### config.mk
export PLATFORM = sky130hd
export DESIGN_NAME = sram_arbiter_flat
export DESIGN_NICKNAME = d
export VERILOG_FILES = /design/src/rtl/sram_arbiter_if.sv /design/src/rtl/sram_arbiter.sv /design/src/flat_wrapper.sv
export SDC_FILE = /design/constraint.sdc
export NUM_CORES = 1
export LEC_CHECK = 0
export ABC_AREA = 1
export BUFFER_PORTS_ARGS = -buffer_cell sky130_fd_sc_hd__buf_4
export CORE_ASPECT_RATIO = 1.25
export CORE_MARGIN = 8
export CORE_UTILIZATION = 30
export CTS_CLUSTER_SIZE = 14
export DETAILED_ROUTE_END_ITERATION = 6
export GPL_TIMING_DRIVEN = 0
export PLACE_DENSITY_LB_ADDON = 0.25
export RECOVER_POWER = 50
export SLEW_MARGIN = 40
export SYNTH_ARGS = -nofsm -noshare
export SYNTH_HDL_FRONTEND = slang
export SYNTH_SLANG_ARGS = --single-unit
### constraint.sdc
create_clock -name clk -period 1.7 [get_ports clk]
set_input_delay 0.17 -clock clk [delete_from_list [all_inputs] [get_ports clk]]
set_output_delay 0.17 -clock clk [all_outputs]
set_load 0.01 [all_outputs]
### src/rtl/sram_arbiter_if.sv
// Bus bundle between the SRAM arbiter, its two requesters (AVR, SNES) and the SRAM pads.
interface sram_arbiter_if #(
  parameter int AWIDTH = 21,
  parameter int DWIDTH = 8
);
  logic              avr_req;
  logic              avr_we;
  logic [AWIDTH-1:0] avr_addr;
  logic [DWIDTH-1:0] avr_wdata;
  logic [DWIDTH-1:0] avr_rdata;
  logic              avr_ack;

  logic              snes_req;
  logic              snes_we;
  logic [AWIDTH-1:0] snes_addr;
  logic [DWIDTH-1:0] snes_wdata;
  logic [DWIDTH-1:0] snes_rdata;
  logic              snes_ack;

  logic [AWIDTH-1:0] sram_addr;
  logic [DWIDTH-1:0] sram_dout;
  logic              sram_dout_en;
  logic [DWIDTH-1:0] sram_din;
  logic              sram_ce_n;
  logic              sram_oe_n;
  logic              sram_we_n;
  logic [1:0]        grant;

  modport slave (
    input  avr_req, avr_we, avr_addr, avr_wdata,
    input  snes_req, snes_we, snes_addr, snes_wdata,
    input  sram_din,
    output avr_rdata, avr_ack, snes_rdata, snes_ack,
    output sram_addr, sram_dout, sram_dout_en,
    output sram_ce_n, sram_oe_n, sram_we_n, grant
  );

  modport master (
    output avr_req, avr_we, avr_addr, avr_wdata,
    output snes_req, snes_we, snes_addr, snes_wdata,
    output sram_din,
    input  avr_rdata, avr_ack, snes_rdata, snes_ack,
    input  sram_addr, sram_dout, sram_dout_en,
    input  sram_ce_n, sram_oe_n, sram_we_n, grant
  );
endinterface

### src/rtl/sram_arbiter.sv
// Shares the cartridge SRAM between SNES (fixed priority) and AVR (starvation-protected),
// sequencing each access as SETUP / ACCESS / HOLD with strobes decoded from registered state.
module sram_arbiter #(
  parameter int AWIDTH       = 21,
  parameter int DWIDTH       = 8,
  parameter int WAIT_CYCLES  = 2,
  parameter int STARVE_LIMIT = 4
) (
  input logic           clk,
  input logic           reset,
  sram_arbiter_if.slave bus
);
  localparam int              CW         = $clog2(STARVE_LIMIT + 1);
  localparam logic [3:0]      WAIT_LOAD  = 4'(WAIT_CYCLES - 1);
  localparam logic [CW-1:0]   STARVE_MAX = CW'(STARVE_LIMIT);

  typedef enum logic [1:0] {IDLE, SETUP, ACCESS, HOLD} state_t;

  state_t            state_q, state_d;
  logic [3:0]        wait_q, wait_d;
  logic [CW-1:0]     starve_q, starve_d;
  logic [1:0]        grant_q, grant_d;
  logic              we_q, we_d;
  logic [AWIDTH-1:0] addr_q, addr_d;
  logic [DWIDTH-1:0] dout_q, dout_d;
  logic [DWIDTH-1:0] avr_rdata_q, avr_rdata_d;
  logic [DWIDTH-1:0] snes_rdata_q, snes_rdata_d;
  logic              starved;
  logic              ce_n, oe_n, we_n, dout_en;

  always_ff @(posedge clk) begin
    if (reset) begin
      state_q      <= IDLE;
      wait_q       <= '0;
      starve_q     <= '0;
      grant_q      <= '0;
      we_q         <= 1'b0;
      addr_q       <= '0;
      dout_q       <= '0;
      avr_rdata_q  <= '0;
      snes_rdata_q <= '0;
    end else begin
      state_q      <= state_d;
      wait_q       <= wait_d;
      starve_q     <= starve_d;
      grant_q      <= grant_d;
      we_q         <= we_d;
      addr_q       <= addr_d;
      dout_q       <= dout_d;
      avr_rdata_q  <= avr_rdata_d;
      snes_rdata_q <= snes_rdata_d;
    end
  end

  // The AVR overrides SNES priority only once it has watched STARVE_LIMIT SNES grants go by.
  assign starved = bus.avr_req && (starve_q == STARVE_MAX);

  always_comb begin
    state_d      = state_q;
    wait_d       = wait_q;
    starve_d     = starve_q;
    grant_d      = grant_q;
    we_d         = we_q;
    addr_d       = addr_q;
    dout_d       = dout_q;
    avr_rdata_d  = avr_rdata_q;
    snes_rdata_d = snes_rdata_q;
    case (state_q)
      IDLE: begin
        if (!bus.avr_req) starve_d = '0;
        if (bus.snes_req && !starved) begin
          grant_d = 2'b10;
          we_d    = bus.snes_we;
          addr_d  = bus.snes_addr;
          dout_d  = bus.snes_wdata;
          state_d = SETUP;
          if (bus.avr_req) starve_d = starve_q + CW'(1);
        end else if (bus.avr_req) begin
          grant_d  = 2'b01;
          we_d     = bus.avr_we;
          addr_d   = bus.avr_addr;
          dout_d   = bus.avr_wdata;
          starve_d = '0;
          state_d  = SETUP;
        end
      end
      SETUP: begin
        state_d = ACCESS;
        wait_d  = WAIT_LOAD;
      end
      ACCESS: begin
        if (wait_q == 4'd0) begin
          state_d = HOLD;
          if (!we_q) begin
            if (grant_q[0]) avr_rdata_d = bus.sram_din;
            if (grant_q[1]) snes_rdata_d = bus.sram_din;
          end
        end else begin
          wait_d = wait_q - 4'd1;
        end
      end
      HOLD: begin
        state_d = IDLE;
        grant_d = '0;
      end
      default: state_d = IDLE;
    endcase
  end

  // Write data keeps driving through HOLD so the pads stay stable past the rising we_n.
  always_comb begin
    ce_n    = 1'b1;
    oe_n    = 1'b1;
    we_n    = 1'b1;
    dout_en = 1'b0;
    case (state_q)
      SETUP: ce_n = 1'b0;
      ACCESS: begin
        ce_n    = 1'b0;
        oe_n    = we_q;
        we_n    = !we_q;
        dout_en = we_q;
      end
      HOLD: dout_en = we_q;
      default: ;
    endcase
  end

  assign bus.sram_ce_n    = ce_n;
  assign bus.sram_oe_n    = oe_n;
  assign bus.sram_we_n    = we_n;
  assign bus.sram_dout_en = dout_en;
  assign bus.sram_addr    = addr_q;
  assign bus.sram_dout    = dout_q;
  assign bus.grant        = grant_q;
  assign bus.avr_ack      = (state_q == HOLD) && grant_q[0];
  assign bus.snes_ack     = (state_q == HOLD) && grant_q[1];
  assign bus.avr_rdata    = avr_rdata_q;
  assign bus.snes_rdata   = snes_rdata_q;
endmodule
### src/flat_wrapper.sv
// flat-port wrapper written by rule: the top's interface ports become plain ports
module sram_arbiter_flat 
#(
  parameter int AWIDTH       = 21,
  parameter int DWIDTH       = 8,
  parameter int WAIT_CYCLES  = 2,
  parameter int STARVE_LIMIT = 4
)
  (clk, reset, bus_avr_req, bus_avr_we, bus_avr_addr, bus_avr_wdata, bus_snes_req, bus_snes_we, bus_snes_addr, bus_snes_wdata, bus_sram_din, bus_avr_rdata, bus_avr_ack, bus_snes_rdata, bus_snes_ack, bus_sram_addr, bus_sram_dout, bus_sram_dout_en, bus_sram_ce_n, bus_sram_oe_n, bus_sram_we_n, bus_grant);
  sram_arbiter_if #(.AWIDTH(AWIDTH), .DWIDTH(DWIDTH)) bus_i ();
  input logic clk;
  input logic reset;
  input wire logic [$bits(bus_i.avr_req)-1:0] bus_avr_req;
  input wire logic [$bits(bus_i.avr_we)-1:0] bus_avr_we;
  input wire logic [$bits(bus_i.avr_addr)-1:0] bus_avr_addr;
  input wire logic [$bits(bus_i.avr_wdata)-1:0] bus_avr_wdata;
  input wire logic [$bits(bus_i.snes_req)-1:0] bus_snes_req;
  input wire logic [$bits(bus_i.snes_we)-1:0] bus_snes_we;
  input wire logic [$bits(bus_i.snes_addr)-1:0] bus_snes_addr;
  input wire logic [$bits(bus_i.snes_wdata)-1:0] bus_snes_wdata;
  input wire logic [$bits(bus_i.sram_din)-1:0] bus_sram_din;
  output wire logic [$bits(bus_i.avr_rdata)-1:0] bus_avr_rdata;
  output wire logic [$bits(bus_i.avr_ack)-1:0] bus_avr_ack;
  output wire logic [$bits(bus_i.snes_rdata)-1:0] bus_snes_rdata;
  output wire logic [$bits(bus_i.snes_ack)-1:0] bus_snes_ack;
  output wire logic [$bits(bus_i.sram_addr)-1:0] bus_sram_addr;
  output wire logic [$bits(bus_i.sram_dout)-1:0] bus_sram_dout;
  output wire logic [$bits(bus_i.sram_dout_en)-1:0] bus_sram_dout_en;
  output wire logic [$bits(bus_i.sram_ce_n)-1:0] bus_sram_ce_n;
  output wire logic [$bits(bus_i.sram_oe_n)-1:0] bus_sram_oe_n;
  output wire logic [$bits(bus_i.sram_we_n)-1:0] bus_sram_we_n;
  output wire logic [$bits(bus_i.grant)-1:0] bus_grant;
  assign bus_i.avr_req = bus_avr_req;
  assign bus_i.avr_we = bus_avr_we;
  assign bus_i.avr_addr = bus_avr_addr;
  assign bus_i.avr_wdata = bus_avr_wdata;
  assign bus_i.snes_req = bus_snes_req;
  assign bus_i.snes_we = bus_snes_we;
  assign bus_i.snes_addr = bus_snes_addr;
  assign bus_i.snes_wdata = bus_snes_wdata;
  assign bus_i.sram_din = bus_sram_din;
  assign bus_avr_rdata = bus_i.avr_rdata;
  assign bus_avr_ack = bus_i.avr_ack;
  assign bus_snes_rdata = bus_i.snes_rdata;
  assign bus_snes_ack = bus_i.snes_ack;
  assign bus_sram_addr = bus_i.sram_addr;
  assign bus_sram_dout = bus_i.sram_dout;
  assign bus_sram_dout_en = bus_i.sram_dout_en;
  assign bus_sram_ce_n = bus_i.sram_ce_n;
  assign bus_sram_oe_n = bus_i.sram_oe_n;
  assign bus_sram_we_n = bus_i.sram_we_n;
  assign bus_grant = bus_i.grant;
  sram_arbiter #(.AWIDTH(AWIDTH), .DWIDTH(DWIDTH), .WAIT_CYCLES(WAIT_CYCLES), .STARVE_LIMIT(STARVE_LIMIT)) u_core (.clk(clk), .reset(reset), .bus(bus_i));
endmodule
==> results.cfg, run 1 <==
[finish]
area_delta_synth_final_pct = 43.5
n_antenna_cell = 0
fin_area_mm2 = 0.00403
fill_cells = 982
final_nets = 603
drive_gt1_share_pct = 23.3
layout.cells.non_filler = 651

[power_and_ir_drop]
power_frac_comb_pct = 37.6
seqPwrFrac_pct = 30.1
p_leak_nw = 1.99
power_w = 0.00594
p_switching_w = 0.00220
power.share.clock_pct = 32.2
p_per_area_mw_per_mm2 = 1470
ir_worst_vdd_mv = 0.556
switching_share_pct = 37.0
p_int_w = 0.00374

[floorplan]
die_h_um = 124
fp-row-count = 39
ios = 125
die_width_um = 103
core_mm2 = 0.00913
dieArea_mm2 = 0.0127
start_util_pct = 30.8

[route]
wl_per_cell_um = 14.2
first_iter_violations = 111
num_vias = 3010
vias_per_cell = 4.62
ant_nets = 0
drc = 0
wirelength_um = 9210
first_pass_iters = 4

[setup_path]
path_buf_inv = 3
crit_top_cell = buf_4
arrival_ns = 1.38
critPathRequiredTime_ns = 1.53
start_kind = register
max_stage_delay_ns = 0.39
slowest_stage = dfxtp_1
worst_setup_path_end_kind = primary output
crit_chain = ha_1, buf_4, inv_1, a21oi_1, buf_4
crit_fanout = 8
rrSetupSlack_ns = 0.15
crit_type = register to primary output
crit_family = flip-flops

[clocking]
cts_buffers = 9
clk_latency_ns = 0.32
clock_path_buffers = 2
cts_tree = yes
clkSlewWorstSetupHoldPaths_ns = 0.06
postCtsSetupBuffers = 0
cts_root_buffer = clkbuf_16
htree_levels = 3
cts.sinks = 57

[placement]
post-place-ws_ns = 0.115
gp_congestion = 0.833
place_area_mm2 = 0.00388
place_hpwl_um = 7010
placed_cells = 635
port_buffers = 123

[sta]
setup_viol = 0
fin_crit_sh_pct = 91.4
tightest_slew_ns = 0.482
hold_viol_final = 0
finalSetupTns_ns = 0
fin_skew_ns = 0.00613
slew_violations = 0
rsz0062_at_grt = false
maxSlewHeadroom_pct = 67.9
fin_ws_ns = 0.146
fmax_mhz = 644
min_period_ns = 1.55

[logic_synthesis]
yosys.area_share.simple_pct = 34.1
ys_seq_area_share_pct = 40.6
synth_top_family_by_area = simple AND/OR/NAND/NOR gates
synth_cell_type_count = 25
synthArstFlopShare_pct = 0
syn_inst = 389
synth-xor-area-share_pct = 0.312
ys_seq_elements = 57
synthAdderAreaFrac_pct = 3.57
yosys_warnings = 0
postSynthAreaPerCell_um2 = 7.22
yosys.area.top_type = dfxtp_1
synth_edf_count = 0
synth_top_area_share_pct = 40.6
synth_compound_area_share_pct = 8.65
synthTopCellsByArea = dfxtp_1 (41%), nand3_1 (12%), nand2_1 (11%)
synth_area_mm2 = 0.00281
synth_ff_type = dfxtp_1
synth_mux_area_share_pct = 0
synth_nets = 469

[global_route]
grt_pass1_vias = 2977
grt_pass1_wl_um = 14200
grt_max_degree = 12
antenna_found_initial = 0
gr-total-overflow = 0
grtUsageTotal_pct = 14.2

[job]
max-cap-violations = 0

[worst_hold_path]
hold_class = primary input to register

[run_status]
outcome = finished, final reports clean
## Yosys cell counts, types with 7 or more instances
| cell | count |
|---|---|
| clkbuf_1 | 7 |
| ha_1 | 8 |
| dfxtp_1 | 57 |
| buf_2 | 8 |
| a21oi_1 | 27 |
| buf_4 | 9 |
| nand3_1 | 65 |
| nand2_1 | 79 |
| nor2_1 | 9 |
| o21ai_0 | 13 |
| nand4_1 | 31 |
| inv_1 | 51 |
## state kept, by name, summed over array words and instances, names as in the netlist
| register | cells |
|---|---|
| u_core.state_q | 2 |
| u_core.wait_q | 4 |
| u_core.bus.sram_dout | 8 |
| u_core.bus.grant | 2 |
| u_core.bus.snes_rdata | 8 |
| u_core.bus.avr_rdata | 8 |
| u_core.starve_q | 3 |
| u_core.bus.sram_addr | 21 |
| u_core.we_q | 1 |
## power groups by stage
stage	registers [W]	logic [W]	clock network, W
final	0.00179	0.00224	0.00192
after global routing	0.00182	0.00254	0.00201
after global placement	0.00180	0.00238	0
after CTS	0.00179	0.00242	0.00197
after detailed placement	0.00181	0.00241	0
after floorplan	0.00187	0.00145	0
## placed cells by master, fill, tap and decap left out, drive strengths merged
cell type	instances
a21oi	27
buf	94
bufinv	2
clkbuf	66
clkinv	1
clkinvlp	4
dfxtp	57
ha	8
inv	53
nand2	81
nand3	68
nand4	31
nor2	13
nor3	1
o211ai	3
o21ai	17
or2	1
xor2	1
## layer usage
metal / vias up / track usage [%] / wire length, µm
met5: - / 0 / 0
met4: 0 / 5.89 / 109
met3: 10 / 5.09 / 899
met2: 103 / 23.1 / 4240
met1: 1344 / 16.5 / 3970
li1: 1553 / - / -
## layout make-up
type                            count  area [µm²]  share of cell area (%)
Buffer                             28         164                    4.07
Clock buffer                        9         225                    5.59
Clock inverter                      7        95.1                    2.36
Inverter                           53         201                    5.00
Multi-Input combinational cell    251        1310                    32.5
Sequential cell                    57        1140                    28.3
Tap cell                          123         154                    3.82
Timing Repair Buffer              123         739                    18.3
## path summary, 6_finish.rpt
check                                  startpoint                                   end  cells after the start
setup / recovery   u_core.state_q[1]$_SDFFE_PP0P_                      bus_sram_dout_en                      5
hold / removal                              reset      u_core.bus.grant[1]$_SDFFE_PP0P_                      2
setup reg to reg   u_core.state_q[1]$_SDFFE_PP0P_  u_core.bus.sram_dout[7]$_SDFFE_PP0P_                      7
hold reg to reg   u_core.starve_q[0]$_SDFFE_PP0N_       u_core.starve_q[0]$_SDFFE_PP0N_                      2
## stage by stage
step	hold WS, ns	utilization, %
after floorplan	0.239	-
after global placement	0.389	42.6
after detailed placement	0.393	42.6
after CTS	0.0402	46.1
after global routing	0.0616	44.2
final	0.0523	44.2
## worst reg2reg max path, stage by stage, from the launching register on
cell	delay (ns)
dfxtp_1	0.34
inv_1	0.12
ha_1	0.25
clkbuf_1	0.41
nand4_1	0.16
nand3_1	0.11
nand2_1	0.05
inv_1	0.05
## timing repair
action                                  CTS  global route
endpoints found under the setup margin    0            15
gates resized for setup                   0             9
hold buffers                              0             0
## cell families after synthesis
logic type / after synthesis
compound gates: 47
simple gates: 195
fa+ha+maj: 8
xor+xnor: 1
buf+inv: 81
flops: 57
Power figures use the tool's default switching activity.
==> run 2: changes to the inputs <==
Clock period 1.7 ns to 1.4 ns, I/O delays scaled along.
==> run 2 against run 1 <==
First-iteration DRC count grew 21%. Sequential power up 25%. Non-clock buffer count grew 18. Sequential share of layout area fell by 2.5 points. Power increased by 35%. Die area is the same. Clock power up 22%. Clock skew up 0.0014 ns. Register-to-register slack worse by 0.12 ns. Largest power group unchanged. Highest routed layer unchanged.
==> results.cfg, run 2 (synthesized netlist as in run 1, its figures left out) <==
[clocking]
clock_path_buffers = 2
cts_tree = yes
clkSlewWorstSetupHoldPaths_ns = 0.06
cts.sinks = 57
cts_buffers = 9
cts_root_buffer = clkbuf_16
htree_levels = 3
clk_latency_ns = 0.33

[setup_path]
crit_family = flip-flops
arrival_ns = 1.24
crit_chain = inv_4, ha_4, inv_4, a21oi_2, buf_4
crit_top_cell = inv_4
start_kind = register
worst_setup_path_end_kind = primary output
slowest_stage = dfxtp_4
path_buf_inv = 3
max_stage_delay_ns = 0.36
crit_fanout = 8
crit_type = register to primary output
critPathRequiredTime_ns = 1.26

[finish]
fill_cells = 950
drive_gt1_share_pct = 32.8
n_antenna_cell = 0
area_delta_synth_final_pct = 58.2
fin_util_pct = 48.7
final_nets = 621
largest_reg_flops = 21
layout.cells.non_filler = 669
final_common_cell = buf_4
final_cell_mix = buf_4 (109), nand2_1 (71), nand3_1 (62)
fin_area_mm2 = 0.00444

[placement]
place_area_mm2 = 0.00388
gp_congestion = 0.833
place_hpwl_um = 7010
port_buffers = 123
placed_cells = 635

[global_route]
antenna_found_initial = 0
grt_max_degree = 12
gr-total-overflow = 0
grtUsageTotal_pct = 14.3
grt_pass1_wl_um = 14400
grt_pass1_vias = 3037

[power_and_ir_drop]
switching_share_pct = 36.7
power.share.clock_pct = 29.1
ir_worst_vdd_mv = 0.778
p_leak_nw = 2.21
p_switching_w = 0.00294
power_frac_comb_pct = 43.2
p_int_w = 0.00509
seqPwrFrac_pct = 27.7
p_per_area_mw_per_mm2 = 1810

[worst_hold_path]
hold_class = primary input to register

[sta]
min_period_ns = 1.38
tightest_slew_ns = 0.482
rsz0062_at_grt = true
hold_viol_final = 0
fmax_mhz = 725
setup_viol = 0
whs_ns = 0.0194
slew_violations = 0
finalSetupTns_ns = 0
fin_crit_sh_pct = 98.5
fin_skew_ns = 0.00754
maxSlewHeadroom_pct = 67.8

[route]
drc = 0
first_iter_violations = 134
wl_per_cell_um = 14.5
num_vias = 3140
vias_per_cell = 4.69
first_pass_iters = 4
wirelength_um = 9670
ant_nets = 0

[floorplan]
die_h_um = 124
die_width_um = 103
start_util_pct = 30.8
ios = 125
fp-row-count = 39
core_mm2 = 0.00913
dieArea_mm2 = 0.0127

[run_status]
outcome = finished, final reports clean

[job]
max-cap-violations = 0
run 2: cell type report:
class                           count  area [µm²]  share of cell area [%]
Clock inverter                      7        95.1                    2.14
Inverter                           53         214                    4.82
Clock buffer                        9         225                    5.07
Buffer                             26         220                    4.96
Multi-Input combinational cell    251        1420                    32.0
Tap cell                          123         154                    3.47
Timing Repair Buffer              143         960                    21.6
Sequential cell                    57        1150                    25.9
run 2: path summary, 6_finish.rpt:
kind                                                 to  cells past startpoint                            start  slack, ns
setup / recovery                       bus_sram_dout_en                      5   u_core.state_q[0]$_SDFFE_PP0P_       0.02
hold / removal         u_core.bus.grant[1]$_SDFFE_PP0P_                      2                            reset       0.02
setup reg to reg  u_core.bus.snes_rdata[2]$_SDFFE_PP0P_                      7   u_core.state_q[0]$_SDFFE_PP0P_       0.03
hold reg to reg         u_core.starve_q[0]$_SDFFE_PP0N_                      2  u_core.starve_q[0]$_SDFFE_PP0N_       0.48
run 2: power by group through the flow:
stage               Sequential [W]  Combinational, W  Clock, W
floorplan                  0.00227           0.00176         0
finish                     0.00223           0.00347   0.00234
global route               0.00227           0.00383   0.00244
detailed placement         0.00220           0.00292         0
global placement           0.00219           0.00289         0
CTS                        0.00220           0.00317   0.00239
run 2: through the flow:
stage | total power [W] | setup slack [ns]
detailed placement | 0.00513 | -0.185
global placement | 0.00508 | -0.187
global route | 0.00855 | -0.0647
CTS | 0.00776 | -0.0482
finish | 0.00803 | 0.0204
floorplan | 0.00403 | 0.0579
run 2: what timing repair did:
action / in CTS / in global routing
endpoints found under the setup margin: 58 / 53
hold buffers: 0 / 0
resized for setup: 28 / 45
pin swaps: 3 / 10
gates cloned: 0 / 2
setup buffers: 8 / 10
run 2: routing by layer:
metal  vias to the layer above  part of all wire (%)  track usage, %
li1                       1589                     -               -
met1                      1417                    41            16.3
met2                       124                    48            23.6
met3                        10                    10            5.09
met4                         0                   1.1            6.07
met5                         -                     0               0
